File: config.mk
export PLATFORM = sky130hd
export DESIGN_NAME = scroll_engine_avalon_flat
export DESIGN_NICKNAME = d
export VERILOG_FILES = /design/src/rtl/scroll_engine_avalon_if.sv /design/src/rtl/scroll_engine_avalon.sv /design/src/flat_wrapper.sv
export SDC_FILE = /design/constraint.sdc
export NUM_CORES = 1
export LEC_CHECK = 0
export BUFFER_PORTS_ARGS = -buffer_cell sky130_fd_sc_hd__buf_2
export CORE_ASPECT_RATIO = 1.4
export CORE_MARGIN = 2
export CORE_UTILIZATION = 51
export CTS_CLUSTER_DIAMETER = 60
export DETAILED_ROUTE_END_ITERATION = 8
export PLACE_DENSITY = 0.72
export SLEW_MARGIN = 20
export SYNTH_ARGS = -nofsm -noshare
export SYNTH_HDL_FRONTEND = slang
export SYNTH_SLANG_ARGS = --single-unit
File: constraint.sdc
create_clock -name clock -period 3.5 [get_ports clock]
set_clock_uncertainty 0.1 [all_clocks]
set_input_delay 0.875 -clock clock [delete_from_list [all_inputs] [get_ports clock]]
set_output_delay 0.875 -clock clock [all_outputs]
set_load 0.02 [all_outputs]
File: src/rtl/scroll_engine_avalon_if.sv
// Avalon-MM slave port bundle for the scroll engine (32-bit data, 2-bit word address).
// Latency: none (wires only).
// Backpressure: none; Avalon transfers without waitrequest.
interface scroll_engine_avalon_if;
    logic        chipselect;
    logic        read;
    logic        write;
    logic [1:0]  address;
    logic [31:0] writedata;
    logic [31:0] readdata;

    modport slave (
        input  chipselect,
        input  read,
        input  write,
        input  address,
        input  writedata,
        output readdata
    );

    modport master (
        output chipselect,
        output read,
        output write,
        output address,
        output writedata,
        input  readdata
    );
endinterface

File: src/rtl/scroll_engine_avalon.sv
// Avalon-MM scroll engine: rotates a pattern at a programmable period; wrap irq under SCROLL_IRQ_EN.
// Latency: writes act on the strobe edge, readdata is registered one cycle after chipselect&read.
// Backpressure: none; no waitrequest, every access completes immediately.
module scroll_engine_avalon #(
    parameter int DATA_WIDTH  = 32,
    parameter int SPEED_W     = 24,
    parameter int SPEED_RESET = 5000000,
    parameter int SPEED_STEP  = 250000,
    parameter int SPEED_MIN   = 1
) (
    input  logic                  clock,
    input  logic                  resetn,
    scroll_engine_avalon_if.slave avs,
    input  logic                  speedup,
    input  logic                  speeddown,
    output logic [DATA_WIDTH-1:0] Q,
    output logic                  irq
);

    localparam int POS_W = $clog2(DATA_WIDTH);
    localparam logic [SPEED_W-1:0] SPD_RST  = SPEED_W'(SPEED_RESET);
    localparam logic [SPEED_W-1:0] SPD_MIN  = SPEED_W'(SPEED_MIN);
    localparam logic [SPEED_W:0]   STEP_X   = (SPEED_W+1)'(SPEED_STEP);
    localparam logic [SPEED_W:0]   MIN_X    = (SPEED_W+1)'(SPEED_MIN);
    localparam logic [POS_W-1:0]   POS_LAST = POS_W'(DATA_WIDTH - 1);

    logic [SPEED_W-1:0] speed;
    logic [SPEED_W-1:0] cnt;
    logic               en;
    logic               dir;
    logic [POS_W-1:0]   pos;
    logic               wrap;
    logic               irq_en;

    logic               wr_data, wr_speed, wr_ctrl, wr_cmd, rd_en;
    logic               step;
    logic [POS_W-1:0]   pos_nxt;
    logic [DATA_WIDTH-1:0] q_rot;
    logic [SPEED_W-1:0] speed_wr_val;
    logic [SPEED_W-1:0] speed_nxt;
    logic [SPEED_W:0]   speed_sub;
    logic [SPEED_W:0]   speed_add;
    logic               up_evt, dn_evt;
    logic [31:0]        rd_mux;

    assign rd_en    = avs.chipselect & avs.read;
    assign wr_data  = avs.chipselect & avs.write & (avs.address == 2'd0);
    assign wr_speed = avs.chipselect & avs.write & (avs.address == 2'd1);
    assign wr_ctrl  = avs.chipselect & avs.write & (avs.address == 2'd2);
    assign wr_cmd   = avs.chipselect & avs.write & (avs.address == 2'd3);

    assign step = en & (cnt == '0);

    // pos tracks how far the pattern has rotated; explicit wrap keeps non-power-of-2 widths correct
    assign pos_nxt = dir ? ((pos == '0) ? POS_LAST : pos - POS_W'(1))
                         : ((pos == POS_LAST) ? '0 : pos + POS_W'(1));
    assign q_rot   = dir ? {Q[0], Q[DATA_WIDTH-1:1]} : {Q[DATA_WIDTH-2:0], Q[DATA_WIDTH-1]};

    assign speed_wr_val = (avs.writedata[SPEED_W-1:0] < SPD_MIN) ? SPD_MIN
                                                                 : avs.writedata[SPEED_W-1:0];

    assign up_evt = speedup   | (wr_cmd & avs.writedata[0]);
    assign dn_evt = speeddown | (wr_cmd & avs.writedata[1]);

    // one extra bit exposes the borrow/carry used for saturation
    assign speed_sub = {1'b0, speed} - STEP_X;
    assign speed_add = {1'b0, speed} + STEP_X;

    always_comb begin
        speed_nxt = speed;
        if (wr_speed) begin
            speed_nxt = speed_wr_val;
        end else if (up_evt && !dn_evt) begin
            if (speed_sub[SPEED_W] || (speed_sub < MIN_X))
                speed_nxt = SPD_MIN;
            else
                speed_nxt = speed_sub[SPEED_W-1:0];
        end else if (dn_evt && !up_evt) begin
            if (speed_add[SPEED_W])
                speed_nxt = '1;
            else
                speed_nxt = speed_add[SPEED_W-1:0];
        end
    end

    always_comb begin
        rd_mux = '0;
        case (avs.address)
            2'd0: rd_mux[DATA_WIDTH-1:0] = Q;
            2'd1: rd_mux[SPEED_W-1:0]    = speed;
            2'd2: begin
                rd_mux[0] = en;
                rd_mux[1] = dir;
                rd_mux[2] = irq_en;
            end
            default: begin
                rd_mux[0]         = en;
                rd_mux[1]         = wrap;
                rd_mux[8 +: POS_W] = pos;
            end
        endcase
    end

    always_ff @(posedge clock or negedge resetn) begin
        if (!resetn) begin
            Q            <= '0;
            avs.readdata <= '0;
            speed        <= SPD_RST;
            cnt          <= SPD_RST;
            en           <= 1'b0;
            dir          <= 1'b0;
            pos          <= '0;
            wrap         <= 1'b0;
        end else begin
            speed <= speed_nxt;

            if (rd_en)
                avs.readdata <= rd_mux;

            if (wr_ctrl) begin
                en  <= avs.writedata[0];
                dir <= avs.writedata[1];
            end

            // a DATA write overrides a coincident step and restarts the period
            if (wr_data) begin
                Q   <= avs.writedata[DATA_WIDTH-1:0];
                pos <= '0;
            end else if (step) begin
                Q   <= q_rot;
                pos <= pos_nxt;
            end

            if (wr_data)
                cnt <= speed;
            else if (wr_speed)
                cnt <= speed_wr_val;
            else if (en)
                cnt <= (cnt == '0) ? speed : cnt - SPEED_W'(1);

            if (step && !wr_data && (pos_nxt == '0))
                wrap <= 1'b1;
            else if (wr_cmd && avs.writedata[2])
                wrap <= 1'b0;
        end
    end

`ifdef SCROLL_IRQ_EN
    always_ff @(posedge clock or negedge resetn) begin
        if (!resetn)
            irq_en <= 1'b0;
        else if (wr_ctrl)
            irq_en <= avs.writedata[2];
    end

    assign irq = wrap & irq_en;
`else
    assign irq_en = 1'b0;
    assign irq    = 1'b0;
`endif

endmodule

File: src/flat_wrapper.sv
// flat-port wrapper written by rule: the top's interface ports become plain ports
module scroll_engine_avalon_flat 
#(
    parameter int DATA_WIDTH  = 32,
    parameter int SPEED_W     = 24,
    parameter int SPEED_RESET = 5000000,
    parameter int SPEED_STEP  = 250000,
    parameter int SPEED_MIN   = 1
)
  (clock, resetn, speedup, speeddown, Q, irq, avs_chipselect, avs_read, avs_write, avs_address, avs_writedata, avs_readdata);
  scroll_engine_avalon_if avs_i ();
  input  logic clock;
  input  logic resetn;
  input  logic speedup;
  input  logic speeddown;
  output logic [DATA_WIDTH-1:0] Q;
  output logic irq;
  input wire logic [$bits(avs_i.chipselect)-1:0] avs_chipselect;
  input wire logic [$bits(avs_i.read)-1:0] avs_read;
  input wire logic [$bits(avs_i.write)-1:0] avs_write;
  input wire logic [$bits(avs_i.address)-1:0] avs_address;
  input wire logic [$bits(avs_i.writedata)-1:0] avs_writedata;
  output wire logic [$bits(avs_i.readdata)-1:0] avs_readdata;
  assign avs_i.chipselect = avs_chipselect;
  assign avs_i.read = avs_read;
  assign avs_i.write = avs_write;
  assign avs_i.address = avs_address;
  assign avs_i.writedata = avs_writedata;
  assign avs_readdata = avs_i.readdata;
  scroll_engine_avalon #(.DATA_WIDTH(DATA_WIDTH), .SPEED_W(SPEED_W), .SPEED_RESET(SPEED_RESET), .SPEED_STEP(SPEED_STEP), .SPEED_MIN(SPEED_MIN)) u_core (.clock(clock), .resetn(resetn), .avs(avs_i), .speedup(speedup), .speeddown(speeddown), .Q(Q), .irq(irq));
endmodule
After elaboration in Yosys (flattened, before gate mapping) --
Index checks and enable logic that the tools add are counted.
Operators by class: $add $sub $neg 5, bitwise operators 11, equal/unequal tests 4, reductions and logical operators 17, muxes and demuxes 26, magnitude comparators 2
Operators by type and width (count):
- 2-to-1 mux 24 bit | 10
- 2-to-1 mux 32 bit | 3
- adder 24 x 18 -> 25 bit, second input constant | 1
- less-than comparator 25 x 1 -> 1 bit, second input constant | 1
- 2-to-1 mux 5 bit | 5
- subtractor 24 x 18 -> 25 bit, second input constant | 1
- logical NOT 24 bit | 1
- less-than comparator 24 x 1 -> 1 bit, second input constant | 1
- subtractor 24 x 1 -> 24 bit, second input constant | 1
- case mux 11 bit (2 select lines) | 1
- case mux 5 bit (3 select lines) | 1
- logical NOT 5 bit | 2
- case mux 5 bit (2 select lines) | 1
- bitwise AND 1 bit | 9
- 2-to-1 mux 8 bit | 1
- case mux 2 bit (3 select lines) | 1
- nonzero test 3 bit | 2
- adder 5 x 1 -> 5 bit, second input constant | 1
- == test 5 bit, second input constant | 1
- logical AND 1 bit | 5
- subtractor 5 x 1 -> 5 bit, second input constant | 1
- == test 2 bit, second input constant | 2
- nonzero test 2 bit | 2
- logical NOT 1 bit | 3
- other kinds (6) | 8
Storage, ports and cells: logic and storage cells 73, input bits 41, register bits after elaboration 120

Longest topological paths before layout --
Gate-level depths: netlist (run 1).
word-level depth 9, gate-level depth with buffers 13

Worst setup path before layout (run 1) --
Ideal clock, no wire load.
path type input to register, start input port avs_address[1], end register u_core.speed[9], data required time 3306 ps, data arrival time 3296 ps, stages on the path 11, setup time 94 ps, setup slack 9 ps, cell sequence clkbuf_1 > clkbuf_1 > and2_0 > and3_1 > a21o_1 > ha_1 > clkbuf_1 > clkbuf_1 > nand2_1 > o211a_1 > a311oi_1
On the way: cells in the longest elaborated chain, start to end 8
Ends and longest elaborated chain:
- start, declared | RTL line flat_wrapper.sv:21 | input wire logic [$bits(avs_i.address)-1:0] avs_address;
- == test 2 bit | RTL line scroll_engine_avalon.sv:50 | assign wr_cmd = avs.chipselect & avs.write & (avs.address == 2'd3);
- bitwise AND 1 bit | RTL line scroll_engine_avalon.sv:50
- bitwise AND 1 bit | RTL line scroll_engine_avalon.sv:63 | assign dn_evt = speeddown | (wr_cmd & avs.writedata[1]);
- bitwise OR 1 bit | RTL line scroll_engine_avalon.sv:63
- logical NOT 1 bit | RTL line scroll_engine_avalon.sv:73 | end else if (up_evt && !dn_evt) begin
- logical AND 1 bit | RTL line scroll_engine_avalon.sv:73
- 2-to-1 mux 24 bit | RTL line scroll_engine_avalon.sv:73
- 2-to-1 mux 24 bit | RTL line scroll_engine_avalon.sv:71 | if (wr_speed) begin
- end signal, assigned | RTL line scroll_engine_avalon.sv:115 | speed <= speed_nxt;
- end, declared | RTL line scroll_engine_avalon.sv:27 | logic [SPEED_W-1:0] speed;
Several ways; a longest one is shown, not always the timed one. A chain may end at the register's enable or synchronous reset.

Worst setup path in the final report (run 1) --
start register u_core.speed[4], end register u_core.speed[2]
On the way: cells in the longest elaborated chain, start to end 6
Ends and longest elaborated chain:
- subtractor 24 x 18 -> 25 bit | RTL line scroll_engine_avalon.sv:66 | assign speed_sub = {1'b0, speed} - STEP_X;
- less-than comparator 25 x 1 -> 1 bit | RTL line scroll_engine_avalon.sv:74 | if (speed_sub[SPEED_W] || (speed_sub < MIN_X))
- logical OR 1 bit | RTL line scroll_engine_avalon.sv:74
- 2-to-1 mux 24 bit | RTL line scroll_engine_avalon.sv:74
- 2-to-1 mux 24 bit * | RTL line scroll_engine_avalon.sv:73
- 2-to-1 mux 24 bit * | RTL line scroll_engine_avalon.sv:71
Every way passes the cells marked *; elsewhere a longest branch is shown, timed or not. The select of a mux whose other input is x is not followed.

==> results of run 1 <==
-- per-stage QoR --
| step | utilization (%) | hold slack (ns) | instances |
|---|---|---|---|
| floorplan | - | 0.343 | 1005 |
| global placement | 57.7 | 0.355 | 1268 |
| detailed placement | 57.7 | 0.365 | 1268 |
| CTS | 61.8 | 0.289 | 1300 |
| global route | 61.8 | 0.311 | 1300 |
| finish | 61.8 | 0.289 | 1300 |
-- layout make-up --
class                           instances  area, um2  area share [%]
Clock buffer                           17        425            4.41
Inverter                               19       71.3           0.739
Sequential cell                       120       3020            31.3
Multi-Input combinational cell        781       4730            49.0
Clock inverter                         15        226            2.35
Tap cell                              196        245            2.54
Timing Repair Buffer                  152        933            9.67
-- layout by cell type, fill, tap and decap left out, drive strengths merged, types with 4 or more instances in the layout --
master  count
a211o       5
a211oi     13
a21oi      72
a221o       6
a221oi      8
a22o        9
a22oi       6
a311oi      6
a31oi       9
and2        5
and3        9
buf       152
bufinv      5
clkbuf     17
clkinv      7
dfrtp     104
dfstp      16
ha          8
inv        19
mux2i      59
nand2     126
nand3      17
nand3b      4
nand4      12
nor2      113
nor2b       5
nor3       23
nor3b       4
nor4       18
o211ai      8
o21a        7
o21ai     113
o22ai      13
o31ai       4
or2         4
or3         4
xnor2      16
xor2       18
-- how the worst max path moves through the flow --
stage	startpoint	to	slack, ns	depth (start not counted)
3_3_place_gp	u_core.speed[4]	u_core.speed[17]	0.29	10
6_report	u_core.speed[4]	u_core.speed[2]	0.27	10
5_1_grt	u_core.speed[4]	u_core.speed[3]	0.05	10
3_5_place_dp	avs_address[0]	u_core.speed[17]	0.30	10
4_1_cts	u_core.speed[4]	u_core.speed[2]	0.28	10
2_1_floorplan	avs_address[1]	u_core.speed[9]	0.009	11
-- cells in the mapped netlist, types with 12 or more instances --
cell type  count
nor2_1       113
o21ai_0      106
dfstp_2       16
nor3_1        23
xnor2_1       16
mux2i_1       59
a211oi_1      13
nand2_1      126
xor2_1        18
nand3_1       17
nand4_1       12
inv_1         18
o22ai_1       13
nor4_1        17
a21oi_1       71
dfrtp_1      104
clkbuf_1      75
-- flip-flops by register name (all words and copies together) (netlist names) --
register             count
u_core.Q                32
u_core.avs.readdata     32
u_core.cnt              24
u_core.speed            24
u_core.pos               5
u_core.dir               1
u_core.en                1
u_core.wrap              1
-- critical path, stage by stage (launching register included) --
cell       delay [ns]
dfrtp_1          0.37
inv_1            0.12
ha_1             0.27
nand2b_1         0.21
a311o_1          0.48
a311oi_2         0.36
o2111ai_1        0.19
nor4b_4          0.39
a31oi_2          0.21
a211o_1          0.32
o21a_1           0.11
-- logic make-up (layout without fill, tap and decap cells) --
family	Yosys count	count (layout)	share of synthesized area [%]
compound gates	319	319	25.0
other cells	1	1	0.0461
flops	120	120	37.1
buf+inv	104	203	4.98
simple gates	356	356	20.0
xor+xnor	34	34	3.66
fa+ha+maj	8	8	1.23
mux	63	63	7.95
-- power groups by stage --
| stage | registers (mW) | clock network, mW | logic (mW) |
|---|---|---|---|
| global placement | 2.60 | 0 | 2.81 |
| detailed placement | 2.61 | 0 | 2.84 |
| global route | 2.68 | 2.03 | 3.18 |
| CTS | 2.59 | 1.96 | 2.86 |
| finish | 2.63 | 1.95 | 2.89 |
| floorplan | 2.36 | 0 | 2.06 |
-- metal layers --
layer  global-route usage, %  vias up
li1                        -     3847
met1                    39.6     3953
met2                    51.8      412
met3                    5.44      109
met4                    17.6        0
met5                       0        -
==> metrics.yaml, run 1 <==
die:
  core-area_um2: 15600
  placementRows: 54
  die_h_um: 153
  io_pins: 106
  dieWidth_um: 111
  die-area_um2: 17000
  effective_utilization_at_floorplan_pct: 52.2
cells_and_area:
  insertedDiodeCount: 0
  syn2layout_area_growth_pct: 18.5
  fillers: 1390
  final_net_count: 1140
  ratio_of_cells_with_drive_above_1_in_the_final_layout_pct: 19.9
  post-route-cell-area_um2: 9650
route:
  highest-signal-layer: "met4"
  dr_total_vias: 8321
  avgRoutedWirePerCell_um: 20.6
  drt_iter0_drc: 821
  drc_errors: 0
  viasPerCell: 6.40
  wl_met2_mm: 12.9
  routedLengthMet1_mm: 10.5
  drt-pass1-iter-count: 6
  drt_antenna_net_count: 0
  wirelength_mm: 26.7
  wl_met3_mm: 1.91
clocking:
  ctsRootBufferMaster: "clkbuf_16"
  tritoncts.num_buffers: 17
  cts-resized-gates: 0
  cts_setup_buffers: 0
  cts_htree_levels: 4
  cts.clk_slew.worst_paths_ns: 0.06
  ctsLongestPathBuffers: 2
  cts.hold.buffers_added: 0
  tritoncts: "built"
  tritoncts_num_sinks: 120
  insertion_delay_ns: 0.43
timing:
  worst_slew_margin_rel_pct: 29.3
  drv_slew: 0
  grt_setup_unrepaired: "no"
  tns_ns: 0
  tightestPinTransition_ns: 1.06
  hold_viol_final: 0
  timing.fmax_mhz: 309
  final_period_minus_worst_setup_slack_ns: 3.23
  post-route-worst-setup-slack_ns: 0.267
  timing.final.crit_share_pct: 92.4
  setup_violating_endpoint_count_in_the_final_report: 0
grt:
  via_count_of_the_first_global_routing_pass: 7996
  overflow: 0
  global_route.usage.total_pct: 31.6
  antenna_found_initial: 0
  grt_pass1_wl_mm: 42.9
  maximum_number_of_pins_on_one_net_before_global_route_repair: 69
pwr:
  power-per-cell-area_nw_per_um2: 773
  vdd_drop_max_mv: 0.407
  seq_power_share_pct: 35.2
  p_sw_mw: 3.13
  clock_power_share_pct: 26.1
  pwr-share-comb_pct: 38.7
  cellInternalPower_mw: 4.34
  sw_frac_of_total_pct: 41.9
  p_total_mw: 7.46
  power_leakage_nw: 4.21
placed_design:
  portBuffers: 104
  post-place-ws_ns: 0.298
  placedInstanceArea_um2: 9000
  hpwlAfterDp_mm: 19.1
  gp_congestion: 0.983
yosys:
  synth_largest_area_cell: "dfrtp_1"
  ys_top_cells_by_area: "dfrtp_1, mux2i_1, o21ai_0, nand2_1, nor2_1"
  syn_area_per_cell_um2: 8.10
  netlist-cell-type-count: 78
  syn_inst: 1005
  post_synth_instance_area_um2: 8140
  number_of_flops_mapped_to_enable_cells_by_yosys: 0
  synth_seq_area_share_pct: 37.1
  async_reset_ff_share_pct: 100
  ys.warnings.count: 0
  portion_of_synthesized_cell_area_occupied_by_the_leading_cell_type_pct: 32.0
  ys.flop_type: "dfrtp_1"
  number_of_nets_in_the_synthesized_netlist: 1054
  ys_ff_latch: 120
min_path:
  worstHoldPathType: "in2async"
critical_path:
  critical_path.reg2reg.startpoint: "u_core.speed[4]"
  kind_of_end_point_of_the_critical_path: "flip-flop"
  cp_data_required_time_ns: 3.71
  timing.reg2reg.setup_slack_ns: 0.27
  critical_path_arrival_ns: 3.44
  worst-setup-path-type: "reg2reg"
  timing.rr.end: "u_core.speed[2]"
  critPathLaunchType: "flip-flop"
  crit_path_max_fanout: 6
  worst-r2r-cell-count: 10
job:
  max_cap_violations: 0
outcome:
  outcome: "finished clean"
No activity file was read; power rests on OpenSTA's default activity.
==> run 2, diff against run 1 <==
- CTS_BUF_LIST: not set -> sky130_fd_sc_hd__clkbuf_8
==> metrics.yaml, run 2 (synthesized netlist as in run 1, its figures left out) <==
job:
  max_cap_violations: 0  # unchanged
die:
  effective_utilization_at_floorplan_pct: 52.2  # unchanged
  die-area_um2: 17000  # unchanged
  io_pins: 106  # unchanged
  die_h_um: 153  # unchanged
  placementRows: 54  # unchanged
  dieWidth_um: 111  # unchanged
  core-area_um2: 15600  # unchanged
cells_and_area:
  mostFrequentLayoutCells: "nand2_1, nor2_1, o21ai_0"  # unchanged
  layout.cells.non_filler: 1300  # unchanged
  most_frequent_standard_cell_in_the_layout_excluding_fill_and_tap_cells: "nand2_1"  # unchanged
  fillers: 1416  # was 1390
  final_net_count: 1140  # unchanged
  top_regs: "u_core.Q x32, u_core.avs.readdata x32"  # unchanged
  syn2layout_area_growth_pct: 16.2  # was 18.5%
  ratio_of_cells_with_drive_above_1_in_the_final_layout_pct: 19.9  # unchanged
  insertedDiodeCount: 0  # unchanged
critical_path:
  worst-r2r-cell-count: 10  # unchanged
  slowest_delay_ns: 0.49  # was 0.48 ns
  worst-setup-path-type: "reg2reg"  # unchanged
  kind_of_end_point_of_the_critical_path: "flip-flop"  # unchanged
  cp_data_required_time_ns: 3.75  # was 3.71 ns
  critPathLaunchType: "flip-flop"  # unchanged
  cp_top_family: "compound AO/OA/AOI/OAI gates"  # unchanged
  crit_path_max_fanout: 6  # unchanged
  path_cells: "inv_1 > ha_1 > nand2b_1 > a311o_1 > a311oi_2 > o2111ai_1 > nor4b_4 > a31oi_2 > a211o_1 > o21a_1"  # unchanged
  critical_path_buffers_and_inverters: 1  # unchanged
  critical-path-slowest-cell: "a311o_1"  # unchanged
  critical_path.reg2reg.startpoint: "u_core.speed[4]"  # unchanged
  timing.rr.end: "u_core.speed[2]"  # unchanged
  critical_path_arrival_ns: 3.49  # was 3.44 ns
  timing.reg2reg.setup_slack_ns: 0.26  # was 0.27 ns
grt:
  global_route.usage.total_pct: 31.2  # was 31.6%
  grt_pass1_wl_mm: 42.6  # was 42.9 mm
  via_count_of_the_first_global_routing_pass: 7949  # was 7996
  maximum_number_of_pins_on_one_net_before_global_route_repair: 69  # unchanged
  antenna_found_initial: 0  # unchanged
  overflow: 0  # unchanged
clocking:
  cts_setup_buffers: 0  # unchanged
  tritoncts.num_buffers: 17  # unchanged
  insertion_delay_ns: 0.45  # was 0.43 ns
  cts.clk_slew.worst_paths_ns: 0.08  # was 0.06 ns
  ctsRootBufferMaster: "clkbuf_8"  # was clkbuf_16
  cts.hold.buffers_added: 0  # unchanged
  cts_htree_levels: 4  # unchanged
  ctsLongestPathBuffers: 2  # unchanged
  tritoncts_num_sinks: 120  # unchanged
  cts-resized-gates: 0  # unchanged
  tritoncts: "built"  # unchanged
placed_design:
  post-place-ws_ns: 0.298  # unchanged
  hpwlAfterDp_mm: 19.1  # unchanged
  gp_congestion: 0.983  # unchanged
  portBuffers: 104  # unchanged
  placedCellCount: 1268  # unchanged
timing:
  grt_setup_unrepaired: "no"  # unchanged
  post-route-worst-setup-slack_ns: 0.261  # was 0.267 ns
  tightestPinTransition_ns: 1.05  # was 1.06 ns
  final_period_minus_worst_setup_slack_ns: 3.24  # was 3.23 ns
  setup_violating_endpoint_count_in_the_final_report: 0  # unchanged
  timing.fmax_mhz: 309  # about the same
  worst_slew_margin_rel_pct: 29.6  # was 29.3%
  tns_ns: 0  # unchanged
  hold_viol_final: 0  # unchanged
  drv_slew: 0  # unchanged
  timing.final.crit_share_pct: 92.5  # was 92.4%
pwr:
  cellInternalPower_mw: 3.92  # was 4.34 mW
  sw_frac_of_total_pct: 43.9  # was 41.9%
  power-per-cell-area_nw_per_um2: 738  # was 773 nW/um2
  vdd_drop_max_mv: 0.400  # was 0.407 mV
  p_sw_mw: 3.06  # was 3.13 mW
  seq_power_share_pct: 37.6  # was 35.2%
  pwr-share-comb_pct: 41.3  # was 38.7%
  p_total_mw: 6.98  # was 7.46 mW
  clock_power_share_pct: 21.0  # was 26.1%
  power_leakage_nw: 4.13  # was 4.21 nW
route:
  drt_iter0_drc: 757  # was 821
  drt-pass1-iter-count: 8  # was 6
  dr_total_vias: 8331  # was 8321
  drt_antenna_net_count: 0  # unchanged
  viasPerCell: 6.41  # was 6.40
  avgRoutedWirePerCell_um: 20.5  # was 20.6 um
  wirelength_mm: 26.7  # about the same
  drc_errors: 0  # unchanged
outcome:
  outcome: "finished clean"  # unchanged
min_path:
  worstHoldPathType: "in2async"  # unchanged
[run 2: cell count changes in the layout (fill, tap and decap cells not counted)]
cell       before  now
clkbuf_16      17    0
clkbuf_8        0   17
[run 2: worst reg2reg max path: stages, from the launching register on]
cell and delay [ns]:
dfrtp_1 0.38, inv_1 0.12, ha_1 0.27, nand2b_1 0.22, a311o_1 0.49, a311oi_2 0.36
o2111ai_1 0.20, nor4b_4 0.39, a31oi_2 0.20, a211o_1 0.32, o21a_1 0.10
[run 2: per-stage QoR]
step / utilization, % / hold WS (ns) / cell area, um2
3_3_place_gp: 57.7 / 0.355 / 9000
6_report: 60.6 / 0.253 / 9460
4_1_cts: 60.6 / 0.254 / 9460
2_1_floorplan: - / 0.343 / 8140
5_1_grt: 60.6 / 0.278 / 9460
3_5_place_dp: 57.7 / 0.365 / 9000
[run 2: worst max path at each step]
stage                          from                to  depth (start not counted)
floorplan            avs_address[1]   u_core.speed[9]                         11
global placement    u_core.speed[4]  u_core.speed[17]                         10
detailed placement   avs_address[0]  u_core.speed[17]                         10
CTS                 u_core.speed[4]   u_core.speed[2]                         10
global route        u_core.speed[4]   u_core.speed[3]                         10
finish              u_core.speed[4]   u_core.speed[2]                         10
[run 2: final cells by class]
| type | instances | area (um2) | share of cell area [%] |
|---|---|---|---|
| sequential | 120 | 3020 | 32.0 |
| multi-input combinational | 781 | 4730 | 50.0 |
| clock buffer | 17 | 234 | 2.47 |
| timing repair buffer | 152 | 933 | 9.87 |
| inverter | 19 | 71.3 | 0.754 |
| clock inverter | 15 | 226 | 2.39 |
| tap | 196 | 245 | 2.59 |
[run 2: power groups by stage]
stage,Combinational (mW),Clock (mW),Sequential (mW)
finish,2.88,1.47,2.63
global route,3.17,1.54,2.68
CTS,2.85,1.49,2.59
detailed placement,2.84,0,2.61
global placement,2.81,0,2.60
floorplan,2.06,0,2.36
[run 2: per-layer routing]
| layer | vias to the layer above | global-route usage (%) | wire length (um) |
|---|---|---|---|
| met3 | 107 | 5.52 | 2000 |
| li1 | 3845 | - | - |
| met2 | 421 | 50.9 | 12900 |
| met4 | 0 | 16.8 | 1390 |
| met5 | - | 0 | 0 |
| met1 | 3958 | 39.5 | 10400 |
